### src/rtl/pwm_ctrl_pkg.sv
`default_nettype none
// ============================================================================
// Module      : pwm_ctrl_pkg
// Description : Shared constants and state encoding for the PWM duty
//               sequencer and the PWM top that instantiates it.
// Revision    : 1.0 - initial release
// ============================================================================
package pwm_ctrl_pkg;

    // Duty / PWM counter width used throughout the PWM subsystem
    localparam int DUTY_W = 10;

    // Defaults shared with the PWM top
    localparam int c_def_step_size        = 1;
    localparam int c_def_periods_per_step = 1;
    localparam int c_def_duty_max         = 1000;

    // Sequencer state encoding
    typedef enum logic [1:0] {
        IDLE  = 2'd0,
        RAMP  = 2'd1,
        HOLD  = 2'd2,
        FAULT = 2'd3
    } seq_state_t;

endpackage : pwm_ctrl_pkg
`default_nettype wire

### src/rtl/pwm_period_timer.sv
`default_nettype none
// ============================================================================
// Module      : pwm_period_timer
// Description : Free-running W-bit period counter kept in lockstep with the
//               PWM counter, plus a divider that turns every
//               PERIODS_PER_STEP-th period boundary into a ramp tick.
// Revision    : 1.0 - initial release
// ============================================================================
module pwm_period_timer
    import pwm_ctrl_pkg::*;
#(
    parameter int W                = DUTY_W,
    parameter int PERIODS_PER_STEP = c_def_periods_per_step
) (
    input  logic clk,
    input  logic rst,
    input  logic div_clr,
    output logic boundary,
    output logic period_start,
    output logic tick
);

    localparam int                 c_div_w    = (PERIODS_PER_STEP > 1) ? $clog2(PERIODS_PER_STEP) : 1;
    localparam logic [c_div_w-1:0] c_div_last = c_div_w'(PERIODS_PER_STEP - 1);
    localparam logic [c_div_w-1:0] c_div_one  = c_div_w'(1);
    localparam logic [W-1:0]       c_cnt_one  = W'(1);

    logic [W-1:0]       r_cnt;
    logic [c_div_w-1:0] r_div;

    // Period counter: wraps naturally from all-ones back to zero
    always_ff @(posedge clk or posedge rst) begin
        if (rst) begin
            r_cnt <= '0;
        end else begin
            r_cnt <= r_cnt + c_cnt_one;
        end
    end

    // Boundary divider: restart on ramp entry so the first step waits a full interval
    always_ff @(posedge clk or posedge rst) begin
        if (rst) begin
            r_div <= '0;
        end else if (div_clr) begin
            r_div <= '0;
        end else if (boundary) begin
            r_div <= (r_div == c_div_last) ? '0 : r_div + c_div_one;
        end
    end

    assign boundary     = (r_cnt == '1);
    assign tick         = boundary && (r_div == c_div_last);
    // Masked during reset so every output reads 0 while rst is held
    assign period_start = (r_cnt == '0) && !rst;

endmodule : pwm_period_timer
`default_nettype wire

### src/rtl/pwm_duty_sequencer.sv
`default_nettype none
// ============================================================================
// Module      : pwm_duty_sequencer
// Description : Accepts duty targets over valid/ready, slews the applied PWM
//               duty toward the target one step per tick, updating only at
//               PWM period boundaries. Soft-stops on enable removal and
//               shuts down immediately on fault.
//               Optional macro PWM_DUTY_CLAMP_EN: clamps accepted targets
//               to DUTY_MAX.
// Revision    : 1.0 - initial release
// ============================================================================
module pwm_duty_sequencer
    import pwm_ctrl_pkg::*;
#(
    parameter int W                = DUTY_W,
    parameter int PERIODS_PER_STEP = c_def_periods_per_step,
    parameter int DUTY_MAX         = c_def_duty_max
) (
    input  logic         clk,
    input  logic         rst,
    input  logic         en,
    input  logic [W-1:0] tgt_duty,
    input  logic         tgt_vld,
    output logic         tgt_rdy,
    input  logic [W-1:0] step_size,
    input  logic         fault,
    input  logic         fault_clr,
    output logic [W-1:0] duty,
    output logic         pwm_gate,
    output logic         period_start,
    output logic         at_target,
    output logic         busy
);

    localparam logic [W-1:0] c_step_min = W'(1);

    seq_state_t   r_state;
    seq_state_t   w_state_nxt;
    logic [W-1:0] r_duty;
    logic [W-1:0] r_target;
    logic [W-1:0] w_duty_nxt;
    logic [W-1:0] w_target_nxt;
    logic         w_div_clr;
    logic         w_boundary;
    logic         w_tick;
    logic         w_xfer;
    logic [W-1:0] w_tgt_in;
    logic [W-1:0] w_eff;
    logic [W-1:0] w_step;
    logic [W:0]   w_duty_x;
    logic [W:0]   w_eff_x;
    logic [W:0]   w_step_x;
    logic [W:0]   w_gap_x;
    logic [W:0]   w_move_x;
    logic [W:0]   w_ramped_x;
    logic         w_up;

    pwm_period_timer #(
        .W                (W),
        .PERIODS_PER_STEP (PERIODS_PER_STEP)
    ) u_timer (
        .clk          (clk),
        .rst          (rst),
        .div_clr      (w_div_clr),
        .boundary     (w_boundary),
        .period_start (period_start),
        .tick         (w_tick)
    );

    assign tgt_rdy = en && (r_state != FAULT);
    assign w_xfer  = tgt_vld && tgt_rdy;

`ifdef PWM_DUTY_CLAMP_EN
    localparam logic [W-1:0] c_duty_max = W'(DUTY_MAX);
    assign w_tgt_in = (tgt_duty > c_duty_max) ? c_duty_max : tgt_duty;
`else
    assign w_tgt_in = tgt_duty;
`endif

    // Disabled sequencer always heads for zero regardless of the stored target
    assign w_eff  = en ? r_target : '0;
    assign w_step = (step_size == '0) ? c_step_min : step_size;

    // One-bit-wider arithmetic so a step can never wrap past the target
    assign w_duty_x   = {1'b0, r_duty};
    assign w_eff_x    = {1'b0, w_eff};
    assign w_step_x   = {1'b0, w_step};
    assign w_up       = (w_eff_x > w_duty_x);
    assign w_gap_x    = w_up ? (w_eff_x - w_duty_x) : (w_duty_x - w_eff_x);
    assign w_move_x   = (w_step_x < w_gap_x) ? w_step_x : w_gap_x;
    assign w_ramped_x = w_up ? (w_duty_x + w_move_x) : (w_duty_x - w_move_x);

    // State, duty and target registers
    always_ff @(posedge clk or posedge rst) begin
        if (rst) begin
            r_state  <= IDLE;
            r_duty   <= '0;
            r_target <= '0;
        end else begin
            r_state  <= w_state_nxt;
            r_duty   <= w_duty_nxt;
            r_target <= w_target_nxt;
        end
    end

    // Next-state and duty datapath; fault overrides everything else
    always_comb begin
        w_state_nxt  = r_state;
        w_duty_nxt   = r_duty;
        w_target_nxt = w_xfer ? w_tgt_in : r_target;
        w_div_clr    = 1'b0;

        if (fault) begin
            w_state_nxt  = FAULT;
            w_duty_nxt   = '0;
            w_target_nxt = '0;
        end else begin
            case (r_state)
                IDLE: begin
                    w_duty_nxt = '0;
                    if (w_xfer && (w_tgt_in != '0)) begin
                        w_state_nxt = RAMP;
                        w_div_clr   = 1'b1;
                    end
                end
                RAMP: begin
                    // Step uses the target held before this edge; a target
                    // accepted now only counts from the next tick
                    if (w_boundary && w_tick) begin
                        w_duty_nxt = w_ramped_x[W-1:0];
                        if (w_ramped_x == w_eff_x) begin
                            w_state_nxt = en ? HOLD : IDLE;
                        end
                    end
                end
                HOLD: begin
                    if (!en && (r_duty == '0)) begin
                        w_state_nxt = IDLE;
                    end else if (w_eff != r_duty) begin
                        w_state_nxt = RAMP;
                        w_div_clr   = 1'b1;
                    end
                end
                FAULT: begin
                    w_duty_nxt   = '0;
                    w_target_nxt = '0;
                    if (fault_clr) begin
                        w_state_nxt = IDLE;
                    end
                end
                default: begin
                    w_state_nxt = IDLE;
                    w_duty_nxt  = '0;
                end
            endcase
        end
    end

    assign duty      = r_duty;
    assign pwm_gate  = (r_state == RAMP) || (r_state == HOLD);
    assign busy      = (r_state == RAMP);
    assign at_target = (r_state == HOLD) && (r_duty == r_target);

endmodule : pwm_duty_sequencer
`default_nettype wire

### config.mk
export PLATFORM = sky130hd
export DESIGN_NAME = pwm_duty_sequencer
export DESIGN_NICKNAME = d
export VERILOG_FILES = /design/src/rtl/pwm_ctrl_pkg.sv /design/src/rtl/pwm_period_timer.sv /design/src/rtl/pwm_duty_sequencer.sv
export SDC_FILE = /design/constraint.sdc
export NUM_CORES = 1
export LEC_CHECK = 0
export BUFFER_PORTS_ARGS = -buffer_cell sky130_fd_sc_hd__buf_2
export CAP_MARGIN = 5
export CORE_UTILIZATION = 30
export DETAILED_ROUTE_END_ITERATION = 6
export MAX_ROUTING_LAYER = met4
export REMOVE_ABC_BUFFERS = 1
export SLEW_MARGIN = 10
export SYNTH_ARGS = -nofsm -noshare
export SYNTH_HDL_FRONTEND = slang
export SYNTH_SLANG_ARGS = --single-unit
export TNS_END_PERCENT = 5
### constraint.sdc
create_clock -name clk -period 17.96 [get_ports clk]
set_input_delay 0 -clock clk [delete_from_list [all_inputs] [get_ports clk]]
set_output_delay 0 -clock clk [all_outputs]
set_load 0.02 [all_outputs]
==> impl_results.md, run 1 <==
- Status: completed
- Worst Path Required: about 18 ns
- Worst Tran Pin Value: 1.21 ns
- Drt drc: 0
- 1st-pass router iterations: 5
- Final Setup Violations: 0
- Synth async-reset ratio: 1.00
- Unrepaired setup endpoints after global routing: no
- Fill cell count: between 1,000 and 1,500
- Setup Fix Bufs, Post-CTS: 0
- Top_reg_cell synth: dfrtp_1
- # rows: 41
- Sink Count: 32
- Post-DP HPWL: 8480 um
- Final wirelength: approximately 11,000 um
- I/O pins: 41
- First-pass GRT wire length: ~17,000 um
- CTS root buf: clkbuf_16
- Pins over their slew limit: 0
- Average cell area after synthesis: 8.25 um2
- Post-synthesis instance total: about 470
- Synth warn: 0
- Synth-to-Final Area Change: 14.4%
- Clock buffer depth: 2
- Post-route minimum period: around 8.2 ns
- GRT Total Usage: 0.171
- Post-layout net count: ~580
- Final Cycle Share: 0.459
- Vias in the first global route: about 3,400
- Core area: 12,600 um2
- Iteration-0 DRC Markers: about 250
- #FFs+latches synth: 32
- Die span in x: 116 um
- Routed len/inst: between 15 and 20 um
- Synth cell types: 63
- H-tree lvl count: 2
- Setup_tns: 0 ns
- CTS Buf Count: 5
- Worst Skew: 0.00642 ns
- Hold Path Class: in2reg
- Sequential fraction of the synthesis area: 0.207
- Fmax achieved: approximately 0.12 GHz
- Via/cell ratio: 5.25
- Die Span Y: 116 um
- Most frequent cells in the layout: 44 x ha_1, 40 x buf_2, 39 x nor2_1
- DR vias: ~3,500
- Number of routed nets with antenna violations: 0
- Max-Cap Viols: 0
- Clk_lat worst skew: between 0.2 and 0.3 ns
- WS Path Type: reg2reg
- Initial antenna violation count: 0
- CTS tree: yes
- Synth Cell Area: roughly 3900 um2
- Die area: approximately 13,000 um2
- Number of port buffers: 40
- Rel. slew slack: 0.187
- CP Max Fanout: 26
- Gp weighted congestion: around 0.97
- Share of cells above drive strength 1: 0.121
- Crit path DAT: approximately 8.4 ns
- GRT Residual Overflow: 0
- # diodes: 0
- Post-synth EDFFs: 0
- CP max-delay cell: nor3_1
- Most common cell after layout, fill and taps aside: ha_1
- Startpoint types: flop
- Largest stage delay, worst path: roughly 0.62 ns
- CP Capture Type: flop
- Starting Density: 0.307
- Final Hold Fails: 0
- Pin count of the biggest net entering global routing: 33
- Clock transition at the registers of the reported paths: 0.05 ns
worst max-delay path, delay by kind of cell (launching register included):
family	cells	cell delay [ns]
fa+ha+maj	4	1.37
simple gates	12	3.12
xor+xnor	3	0.57
compound gates	11	2.22
flops	1	0.41
mux	2	0.38
registers in the layout, summed over array words and instances (netlist names):
name	cells
duty	10
u_timer.r_cnt	10
r_target	10
r_state	2
per-layer routing:
| metal | track usage | wire (um) | vias to the layer above |
|---|---|---|---|
| li1 | - | - | 1747 |
| met1 | 0.232 | 5180 | 1688 |
| met2 | 0.280 | 4820 | 93 |
| met3 | 0.00941 | 399 | 13 |
| met4 | 0.0355 | 130 | 0 |
| met5 | - | 0 | - |
area by class of cell:
cell class	count	area (um2)	area share
Clock buffer	7	153	0.0345
Sequential cell	32	801	0.181
Inverter	35	131	0.0297
Timing Repair Buffer	51	308	0.0695
Multi-Input combinational cell	378	2820	0.637
Tap cell	172	215	0.0486
cell usage after synthesis, types with 8 or more instances:
cell type	instances	area [um2]
nand4_1	10	62.6
mux2i_1	10	100
nand2b_1	8	50.1
o21ai_0	17	85.1
nor3_1	18	90.1
xnor2_1	35	307
a21oi_1	21	105
a22o_1	10	87.6
ha_1	44	551
xor2_1	14	123
a21o_1	9	67.6
clkbuf_1	12	45.0
nor2_1	39	146
dfrtp_1	32	801
nand3_1	12	60.1
o31ai_1	13	97.6
nand2_1	35	131
inv_1	35	131
final timing paths:
check,from,end,slack [ns],depth (start not counted)
worst max-delay path,r_target[7],r_state[1],9.71,32
worst min-delay path,tgt_duty[9],r_target[9],0.001,2
worst max register to register,r_target[7],r_state[1],9.71,32
worst min register to register,u_timer.r_cnt[0],u_timer.r_cnt[0],0.49,1
max in group asynchronous,rst,r_target[0],17.29,4
min in group asynchronous,rst,r_target[6],0.37,4
per-stage QoR:
step	setup slack, ns	hold WS [ns]	utilization	cell area [um2]	std cells
global route	9.02	0.0186	0.351	4430	675
floorplan	10.78	0.0863	-	3750	445
CTS	9.80	0.00000910	0.351	4430	675
global placement	10.06	0.119	0.331	4180	658
finish	9.71	0.00110	0.351	4430	675
detailed placement	9.83	0.129	0.331	4180	658
cells by family after synthesis:
| family | after synthesis | synth area share |
|---|---|---|
| AND/OR/NAND/NOR | 153 | 0.199 |
| flip-flops | 32 | 0.207 |
| multiplexers | 12 | 0.0346 |
| buffers and inverters | 59 | 0.0646 |
| adder cells (fa/ha/maj) | 47 | 0.158 |
| XOR/XNOR | 53 | 0.133 |
| AO/OA/AOI/OAI | 113 | 0.204 |
what timing repair did:
action / in CTS / in global routing
hold buffers: 10 / 0
gates resized for setup: 0 / 0
endpoints found under the hold margin: 41 / 0
Power of run 1 is left out: the tool's default activity adds up to more than one toggle a clock period on the data nets, which glitch-free logic cannot reach.
==> inputs of run 2 (changes only) <==
==> constraint.sdc (replaced) <==
create_clock -name clk -period 7.65 [get_ports clk]
set_input_delay 0 -clock clk [delete_from_list [all_inputs] [get_ports clk]]
set_output_delay 0 -clock clk [all_outputs]
set_load 0.02 [all_outputs]
==> run 2 against run 1 <==
Compared with the run above:
- worst setup slack got worse by 9.3 ns
- largest cell class unchanged
- cell area rose by 6.3%
- via count rose by 3.4%
- critical path type unchanged
- cell count rose by 2.8%
- count of clock-buffer cells in the layout fell by 1
- clock skew fell by 0.0020 ns
==> impl_results.md, run 2 (synthesized netlist as in run 1, its figures left out) <==
- Post-layout net count: 594
- Vias in the first global route: 3,575
- Worst setup margin: just under 0.4 ns
- Max-Cap Viols: 0
- GRT Total Usage: 0.172
- Core area: between 10,000 and 15,000 um2
- Die area: ~13,000 um2
- Synth-to-Final Area Change: 21.6%
- CP Max Fanout: 10
- Final Setup Violations: 0
- Startpoint types: flop
- Pins over their slew limit: 0
- First-pass GRT wire length: around 18,000 um
- Number of routed nets with antenna violations: 0
- Final Cycle Share: 0.949
- Final Hold Fails: 0
- # rows: just over 40
- CP Capture Type: flop
- Setup_tns: 0 ns
- Final wirelength: 10,900 um
- Clk_lat worst skew: 0.28 ns
- Placed Instances: approximately 670
- # diodes: 0
- Crit path DAT: around 7.4 ns
- Gp weighted congestion: roughly 0.91
- Worst Skew: roughly 0.0044 ns
- Post-DP HPWL: between 8000 and 9000 um
- CP max-delay cell: or4_4
- I/O pins: 41
- Worst Path Required: ~7.8 ns
- Sink Count: 32
- Most common cell after layout, fill and taps aside: buf_2
- Clock transition at the registers of the reported paths: 0.05 ns
- Fmax achieved: around 0.14 GHz
- Largest stage delay, worst path: about 0.45 ns
- Iteration-0 DRC Markers: approximately 230
- Number of port buffers: 40
- Post-route minimum period: approximately 7.3 ns
- H-tree lvl count: 2
- Die Span Y: between 100 and 150 um
- Via/cell ratio: 5.28
- Starting Density: 0.307
- Worst Tran Pin Value: between 1 and 1.5 ns
- CTS Buf Count: 5
- Routed len/inst: about 16 um
- Clock buffer depth: 2
- CTS tree: yes
- Initial antenna violation count: 0
- DR vias: approximately 3,700
- Finished Layout Cells: 694
- Worst slack at placement: 0.184 ns
- WS Path Type: reg2reg
- Rel. slew slack: 0.218
- Most frequent cells in the layout: 40 x buf_2, 39 x nor2_1, 38 x ha_1, 35 x inv_1
- GRT Residual Overflow: 0
- Die span in x: roughly 120 um
- Drt drc: 0
- CTS root buf: clkbuf_16
- Status: completed
- Share of cells above drive strength 1: 0.190
- Setup Fix Bufs, Post-CTS: 0
- Pin count of the biggest net entering global routing: 33
- 1st-pass router iterations: 4
- Hold Path Class: in2reg
run 2: area by class of cell:
class / count / area [um2]
Fill cell: 1334 / 7910
Timing Repair Buffer: 68 / 438
Sequential cell: 32 / 803
Tap cell: 172 / 215
Multi-Input combinational cell: 379 / 2960
Inverter: 35 / 131
Clock buffer: 6 / 129
Clock inverter: 2 / 35.0
run 2: timing repair:
item | 4_1_cts | 5_1_grt
resized for setup | 0 | 27
endpoints found under the hold margin | 42 | 0
endpoints found under the setup margin | 0 | 2
hold buffers | 11 | 0
run 2: layer usage:
metal | global-route usage | vias to the layer above | routed length (um)
met4 | 0.0372 | 0 | 125
li1 | - | 1781 | -
met2 | 0.284 | 116 | 5090
met5 | - | - | 0
met1 | 0.229 | 1754 | 5210
met3 | 0.0146 | 12 | 472
run 2: final timing paths:
kind                       cells after the start        startpoint  slack, ns          endpoint
setup reg to reg                              33       r_target[6]       0.39        r_state[0]
max in group asynchronous                      4               rst       6.97           duty[6]
setup / recovery                              33       r_target[6]       0.39        r_state[0]
hold / removal                                 3             fault        0.1        r_state[1]
min in group asynchronous                      4               rst       0.37  u_timer.r_cnt[8]
hold reg to reg                                1  u_timer.r_cnt[0]       0.49  u_timer.r_cnt[0]
run 2: metrics by stage:
step | util | hold WS [ns] | area (um2)
floorplan | - | 0.0863 | 3750
global placement | 0.340 | 0.120 | 4300
detailed placement | 0.340 | 0.128 | 4300
CTS | 0.362 | 0.0923 | 4570
global route | 0.373 | 0.0997 | 4710
finish | 0.373 | 0.0977 | 4710
run 2: worst max-delay path, delay by kind of cell, from the launching register on:
family | cells | cell delay, ns
AO/OA/AOI/OAI | 13 | 2.58
adder cells (fa/ha/maj) | 4 | 1.33
multiplexers | 2 | 0.34
flip-flops | 1 | 0.41
buffers and inverters | 3 | 0.33
AND/OR/NAND/NOR | 9 | 1.70
XOR/XNOR | 2 | 0.44
Power of run 2 is left out for the same reason.
==> inputs of run 3 (changes only) <==
--- a/config.mk
+++ b/config.mk
@@ -7,7 +7,7 @@
 export LEC_CHECK = 0
 export BUFFER_PORTS_ARGS = -buffer_cell sky130_fd_sc_hd__buf_2
 export CAP_MARGIN = 5
-export CORE_UTILIZATION = 30
+export CORE_UTILIZATION = 25
 export DETAILED_ROUTE_END_ITERATION = 6
 export MAX_ROUTING_LAYER = met4
 export REMOVE_ABC_BUFFERS = 1
==> run 3 against run 2 <==
Compared with the run above:
- die area grew 20%
- maximum frequency grew 1.2%
- worst hold slack gained 0.0045 ns
- count of clock-buffer cells in the layout is the same
- clock skew is essentially flat
- non-clock buffer count grew 8
- cell area grew 1.1%
- cell count grew 3.3%
- global-route usage shrank 3.1 points
- register-to-register slack gained 0.09 ns
- utilization shrank 5.9 points
- largest cell class unchanged
==> impl_results.md, run 3 (synthesized netlist as in run 1, its figures left out) <==
- DR vias: around 3,600
- Gp weighted congestion: slightly below 0.9
- Setup_tns: 0 ns
- Iteration-0 DRC Markers: between 200 and 250
- Synth-to-Final Area Change: 22.9%
- Clock buffer depth: 2
- Starting Density: 0.256
- Rel. slew slack: 0.301
- WS Path Type: reg2reg
- Crit path DAT: between 7 and 8 ns
- GRT Total Usage: 0.141
- Hold Path Origin: fault
- CP Max Fanout: 10
- Post-route minimum period: roughly 7.2 ns
- CTS tree: yes
- CTS root buf: clkbuf_16
- Unrepaired setup endpoints after global routing: no
- CTS Buf Count: 5
- Initial antenna violation count: 0
- Final Setup Violations: 0
- CP max-delay cell: fa_1
- I/O pins: 41
- H-tree lvl count: 2
- Die Span Y: around 130 um
- Die area: 16,000 um2
- Worst Path Required: around 8 ns
- Status: completed
- # diodes: 0
- Fin area: 4760 um2
- Worst Skew: around 0.0042 ns
- Share of cells above drive strength 1: 0.197
- CP Capture Type: flop
- Number of port buffers: 40
- Clock transition at the registers of the reported paths: roughly 0.05 ns
- Most frequent cells in the layout: 40 x buf_2, 39 x ha_1, 38 x nor2_1, 35 x inv_1, 34 x nand2_1
- Final Hold Fails: 0
- Sink Count: 32
- Hold Path Class: in2reg
- Pin count of the biggest net entering global routing: 33
- Pins over their slew limit: 0
- Critical R2R Launch: r_target[6]
- Routed len/inst: ~15 um
- GRT Residual Overflow: 0
- Startpoint types: flop
- Max-Cap Viols: 0
- Post-layout net count: about 600
- Post-DP HPWL: approximately 8600 um
- Final wirelength: 10,700 um
- 1st-pass router iterations: 4
- Core area: ~15,000 um2
- Via/cell ratio: around 5.0
- Final Cycle Share: 0.938
- Largest stage delay, worst path: 0.44 ns
- Worst setup startpoint: r_target[6]
- First-pass GRT wire length: about 18,000 um
- # rows: 45
- Placement Cell Area: 4330 um2
- Drt drc: 0
- Number of routed nets with antenna violations: 0
- Fmax achieved: 0.139 GHz
- Worst Tran Pin Value: about 1.0 ns
- Most common cell after layout, fill and taps aside: buf_2
- Die span in x: 126 um
- Clk_lat worst skew: ~0.28 ns
- Vias in the first global route: roughly 3,500
==> run 3: cell count changes in the layout (fill, tap and decap cells not counted), sizes merged <==
cell,change
buf,+8
bufinv,-1
==> run 3: final timing paths <==
path	depth (start not counted)	slack (ns)	endpoint
max	34	0.47	r_state[0]
max in group asynchronous	4	6.96	duty[1]
max reg2reg	34	0.47	r_state[0]
min in group asynchronous	4	0.39	u_timer.r_cnt[3]
min reg2reg	1	0.49	u_timer.r_cnt[9]
min	3	0.10	r_state[0]
==> run 3: layer usage <==
metal	vias up	part of all wire	global-route usage
met5	-	0	-
met4	0	0.011	0.0283
met3	11	0.047	0.0186
met2	88	0.44	0.219
met1	1711	0.51	0.196
li1	1791	-	-
==> run 3: metrics by stage <==
step | std cells | worst slack (ns) | util | hold WS, ns
after detailed placement | 692 | 0.129 | 0.286 | 0.132
after global routing | 717 | 0.0199 | 0.314 | 0.121
after CTS | 710 | 0.129 | 0.302 | 0.0898
after floorplan | 445 | 0.467 | - | 0.0863
final | 717 | 0.473 | 0.314 | 0.102
after global placement | 692 | 0.276 | 0.286 | 0.130
==> run 3: repair_timing <==
item | in CTS | in global routing
resized for setup | 0 | 25
setup endpoints to repair | 0 | 2
hold buffers | 11 | 0
buffers inserted | 0 | 6
endpoints found under the hold margin | 42 | 0
==> run 3: layout make-up <==
type,instances,area (um2)
fillers,1581,10400
inverters,35,131
clock buffers,6,129
multi-input cells,379,2960
flip-flops and latches,32,801
clock inverters,1,5.00
well taps,188,235
repair buffers,76,498
==> run 3: worst max-delay path: cells and delay by family, from the launching register on <==
kind            cells  cell delay [ns]
mux                 2             0.32
buf+inv             3             0.31
flops               1             0.42
fa+ha+maj           4             1.34
compound gates     12             2.26
simple gates       11             1.97
xor+xnor            2             0.41
Power of run 3 is left out for the same reason.
